File: src/rtl/mod_counter.sv
// mod_counter: parametrised modulo-N up/down counter with parallel load,
// wrap or saturate behaviour at the boundaries, a combinational at_limit
// flag and a registered one-cycle rollover pulse for cascading.
module mod_counter #(
   parameter int WIDTH    = 6,
   parameter int MODULUS  = 64,
   parameter int SATURATE = 0
) (
   input  logic             clock,
   input  logic             reset,
   input  logic             enable,
   input  logic             up,
   input  logic             load,
   input  logic [WIDTH-1:0] load_value,
   output logic [WIDTH-1:0] count,
   output logic             at_limit,
   output logic             rollover
);

   // Reject parameter sets the counter cannot represent.
   generate
      if (WIDTH < 1 || WIDTH > 32) begin : g_bad_width
         $error("mod_counter: WIDTH must be in 1..32");
      end
      if (MODULUS < 2 || longint'(MODULUS) > (longint'(1) << WIDTH)) begin : g_bad_modulus
         $error("mod_counter: MODULUS must be in 2..2**WIDTH");
      end
      if (SATURATE != 0 && SATURATE != 1) begin : g_bad_saturate
         $error("mod_counter: SATURATE must be 0 or 1");
      end
   endgenerate

   // Top of the count range; the wrap compare is explicit even when
   // MODULUS == 2**WIDTH so the counter never relies on binary overflow.
   localparam logic [WIDTH-1:0] MAX_COUNT = WIDTH'(MODULUS - 1);
   localparam bit               SAT       = (SATURATE != 0);

   logic [WIDTH-1:0] next_count;
   logic             next_rollover;

   // Next-state selection: load beats enable, enable beats hold.
   always_comb begin
      next_count    = count;
      next_rollover = 1'b0;
      if (load) begin
         // Out-of-range load values clamp to the top of the range.
         next_count = (load_value > MAX_COUNT) ? MAX_COUNT : load_value;
      end else if (enable) begin
         if (up) begin
            if (count == MAX_COUNT) begin
               next_count    = SAT ? count : '0;
               next_rollover = 1'b1;
            end else begin
               next_count = count + 1'b1;
            end
         end else begin
            if (count == '0) begin
               next_count    = SAT ? count : MAX_COUNT;
               next_rollover = 1'b1;
            end else begin
               next_count = count - 1'b1;
            end
         end
      end
   end

   // State register with synchronous active-low reset taking top priority.
   always_ff @(posedge clock) begin
      if (!reset) begin
         count    <= '0;
         rollover <= 1'b0;
      end else begin
         count    <= next_count;
         rollover <= next_rollover;
      end
   end

   // Boundary flag follows the current direction, not gated by enable.
   always_comb begin
      at_limit = up ? (count == MAX_COUNT) : (count == '0);
   end

endmodule

File: config.mk
export PLATFORM = sky130hd
export DESIGN_NAME = mod_counter
export DESIGN_NICKNAME = d
export VERILOG_FILES = /design/src/rtl/mod_counter.sv
export SDC_FILE = /design/constraint.sdc
export NUM_CORES = 1
export LEC_CHECK = 0
export ABC_AREA = 1
export CORE_MARGIN = 1.5
export CORE_UTILIZATION = 34
export CTS_CLUSTER_SIZE = 30
export DETAILED_ROUTE_END_ITERATION = 16
export HOLD_SLACK_MARGIN = 0.12
export PLACE_DENSITY = 0.72
export REMOVE_ABC_BUFFERS = 1
export SLEW_MARGIN = 20
export SYNTH_ARGS = -nofsm -noshare
export SYNTH_HDL_FRONTEND = slang
export SYNTH_SLANG_ARGS = --single-unit
File: constraint.sdc
create_clock -name clock -period 3.1 [get_ports clock]
set_input_delay 0.465 -clock clock [delete_from_list [all_inputs] [get_ports clock]]
set_output_delay 0.465 -clock clock [all_outputs]
set_load 0.05 [all_outputs]
; Word-level counts from Yosys, hierarchy flattened
; Index checks and enable logic that the tools add are counted.
[totals]
ff_bits = 7
word_cells = 21
[op_classes]
n_eq_ne = 1
bitwise_logic = 2
add_sub_neg = 2
reduce_logical = 3
muxes = 10
n_lt_le_gt_ge = 1
[op_table]
columns = op, n
row1 = $mux W6, 6
row2 = $add A6 B1 Y6 const B, 1
row3 = $eq A6 B6 Y1 const B, 1
row4 = $gt A6 B6 Y1 const B, 1
row5 = $logic_not A6 Y1, 1
row6 = $sub A6 B1 Y6 const B, 1
row7 = $mux W1, 4
row8 = $reduce_or A3 Y1, 1
row9 = $not A1 Y1, 2
row10 = $reduce_bool A2 Y1, 1

; Depth between registers and ports, before layout
[logic_depth]
word_depth = 5
depth_mapped = 10
ltp_nobuf = 10

; Worst setup path after synthesis
; Ideal clock, no wire load.
[synth_path]
kind = reg2out
startpoint = register count[1]
endpoint = output port at_limit
t_required_ps = 2635
t_arrival_ps = 1545
stages_incl_launch_ff = 8
setup_slack_ps = 1090
cell_sequence = dfxtp_1 ha_1 nand2_1 inv_1 nand2_1 nor2_2 nand2_1 nand2_2
[synth_between]
elab_chain_cells = 2
[synth_lines]
columns = item, line
row1 = from (decl), 15  ; output logic [WIDTH-1:0] count,
row2 = from (signal assigned), 73  ; count <= next_count;
row3 = $eq A6 B6 Y1 or $logic_not A6 Y1 (tied branches), 80  ; at_limit = up ? (count == MAX_COUNT) : (count == '0);
row4 = $mux W1 (*), 80
row5 = to (decl), 16  ; output logic at_limit,
; Every way passes the cells marked *; elsewhere a longest branch is shown, timed or not.

; Worst setup path after layout
[layout_path]
startpoint = input port up
endpoint = output port at_limit
[layout_between]
elab_chain_cells = 1
[layout_lines]
columns = item, line
row1 = from (decl), 12  ; input logic up,
row2 = $mux W1, 80
; No other way between the ends.

==> results.sh <==
export IMPL_finalSetupViolCount=0
export IMPL_drt_wl_total_um=1435
export IMPL_drc=0
export IMPL_multi_input_area_um2=399.1
export IMPL_cp_num_buf_inv=3
export IMPL_track_usage_pct=16.33
export IMPL_p_leak_nw=0.3783
export IMPL_post_place_ws_ps=488.9
export IMPL_start_kind="input pin"
export IMPL_grt_max_degree=9
export IMPL_vdd_ir_drop_worst_mv=0.2391
export IMPL_first_iter_violations=13
export IMPL_finalSetupTns_ps=0
export IMPL_final_max_slew_viol_count=0
export IMPL_yosys_top_cells_count="nand2_1, inv_1, nor2_1"
export IMPL_ys_warn_count=0
export IMPL_place_area_um2=788.3
export IMPL_crit_path_end_kind="output port"
export IMPL_cp_data_required_time_ps=2630
export IMPL_holdWs_ps=525.5
export IMPL_ant_nets=0
export IMPL_cap_violations=0
export IMPL_nFillCells=148
export IMPL_overflow=0
export IMPL_core_area_um2=1559
export IMPL_synthCells=96
export IMPL_final_nets=133
export IMPL_grt_pass1_wl_um=2387
export IMPL_worstMarginPinSlew_ps=503.6
export IMPL_htree_levels=1
export IMPL_first_pass_iters=4
export IMPL_synth_area_leader_cell="dfxtp_1"
export IMPL_critical_path_top_delay_family="buffers and inverters"
export IMPL_cp_max_fo=7
export IMPL_ctsResizeCount=0
export IMPL_synth_cell_area_um2=588.1
export IMPL_fin_crit_sh_pct=84.34
export IMPL_antennaDiodeCount=0
export IMPL_yosys_top_cells_area="dfxtp_1, nand2_1, inv_1"
export IMPL_routed_via_density=4.776
export IMPL_vias=640
export IMPL_grt_pass1_vias=578
export IMPL_antenna_found_initial=0
export IMPL_clock_sinks=7
export IMPL_initial_utilization_pct=37.72
export IMPL_dp_cells=130
export IMPL_slowest_delay_ps=790
export IMPL_cts_root_buf="clkbuf_4"
export IMPL_synth_top_area_share_pct=23.83
export IMPL_post_cts_setup_buffers=0
export IMPL_rows=14
export IMPL_finClkSkew_ps=1.578
export IMPL_crit_arrival_ps=2150
export IMPL_area_delta_synth_final_pct=38.51
export IMPL_fin_ws_ps=485.5
export IMPL_drive_gt1_share_pct=9.322
export IMPL_die_h_um=44.59
export IMPL_synth_top_flop_cell="dfxtp_1"
export IMPL_place_gp_congestion=0.8873
export IMPL_ios=19
export IMPL_stdcell_count=134
export IMPL_hpwl_um=1140
export IMPL_hold_path_class="reg2reg"
export IMPL_seq_area_frac_synth_pct=23.83
export IMPL_timing_fmax_mhz=382.5
export IMPL_report_power_total_mw=0.3231
export IMPL_relSlewSlack_pct=66.32
export IMPL_ys_seq_elements=7
export IMPL_dieArea_um2=1988
export IMPL_synth_edf_count=0
export IMPL_status="completed"
export IMPL_synthArstFlopShare_pct=0
export IMPL_slowest_stage="clkdlybuf4s50_1"
export IMPL_crit_type="in2out"
export IMPL_clk_latency_ps=250
export IMPL_grt_setup_unrepaired="false"
export IMPL_fp_dieW_um=44.59
export IMPL_cts_buffer_depth=2
export IMPL_cts_tree="built"
export IMPL_numPortBuffers=18
export IMPL_period_minus_slack_ps=2614
export IMPL_postCtsHoldBufs=0
export IMPL_syn_avg_cell_area_um2=6.126
export IMPL_synth_most_common_cell="nand2_1"
export IMPL_wire_per_inst_um=10.71
export IMPL_seqCellArea_um2=140.1
export IMPL_synth_cell_types=20
export IMPL_fin_area_um2=814.5
export IMPL_power_density_nw_per_um2=396.7
export IMPL_clkTransAtPathRegs_ps=50
export IMPL_fin_util_pct=52.25
export IMPL_path_cells="clkdlybuf4s50_1 > inv_1 > nand2_1 > nand2_2 > clkdlybuf4s50_1"
export IMPL_hold_violations=0
export IMPL_numCtsBuffers=3
export IMPL_crit_top_cell="clkdlybuf4s50_1"
worst register-to-register path: stages, from the launching register on:
cell and delay, ps:
dfxtp_1 420, inv_1 150, ha_1 230, or2_2 290, o21ai_1 90, xor2_1 160, nand2_1 70, nand2_1 60
a21oi_1 50
metal layers:
| metal | wire, um | vias up | GRT usage (%) |
|---|---|---|---|
| met2 | 664 | 17 | 25.80 |
| met3 | 57 | 0 | 7.347 |
| met5 | 0 | - | 0 |
| met1 | 713 | 275 | 20.98 |
| met4 | 0 | 0 | 1.818 |
| li1 | - | 348 | - |
area by class of cell:
cell class | instances | area share (%)
Timing Repair Buffer | 18 | 22.12
Inverter | 13 | 5.991
Sequential cell | 7 | 17.20
Clock buffer | 4 | 3.226
Multi-Input combinational cell | 76 | 49.00
Tap cell | 16 | 2.458
final timing paths:
check	cells after the start	slack [ps]	end	start
setup / recovery	5	490	at_limit	up
hold / removal	2	530	count[4]$_SDFFE_PN0P_	count[4]$_SDFFE_PN0P_
setup reg to reg	8	1450	count[2]$_SDFFE_PN0P_	count[0]$_SDFFE_PN0P_
hold reg to reg	2	530	count[4]$_SDFFE_PN0P_	count[4]$_SDFFE_PN0P_
registers in the layout, indices dropped and copies added (netlist names):
| signal | flops |
|---|---|
| rollover | 1 |
| count | 6 |
cell usage in the layout (no fill, tap or decap), drive strengths merged, types with 4 or more instances in the layout:
| cell type | Yosys | final |
|---|---|---|
| clkdlybuf4s50 | 0 | 18 |
| nand3 | 6 | 6 |
| inv | 13 | 13 |
| dfxtp | 7 | 7 |
| o21ai | 5 | 5 |
| nor2 | 13 | 13 |
| a21oi | 5 | 5 |
| xor2 | 4 | 4 |
| nand2 | 33 | 33 |
| clkbuf | 0 | 4 |
cell families (layout without fill, tap and decap cells):
| logic type | after synthesis | in the layout | share of synthesized area [%] |
|---|---|---|---|
| AOI/OAI and AO/OA | 12 | 12 | 11.91 |
| buffers and inverters | 13 | 35 | 8.298 |
| xor gates and xnor gates | 5 | 5 | 7.446 |
| DFF | 7 | 7 | 23.83 |
| adders and majority gates | 3 | 3 | 6.384 |
| and+or+nand+nor | 56 | 56 | 42.13 |
power by group:
| part | switching [mW] | leakage [nW] | internal [mW] | total (mW) |
|---|---|---|---|---|
| clock | 0.0333 | 0.0150 | 0.0491 | 0.0824 |
| combinational | 0.0805 | 0.305 | 0.0519 | 0.132 |
| sequential | 0.0109 | 0.0579 | 0.0974 | 0.108 |
Power figures use the tool's default switching activity.
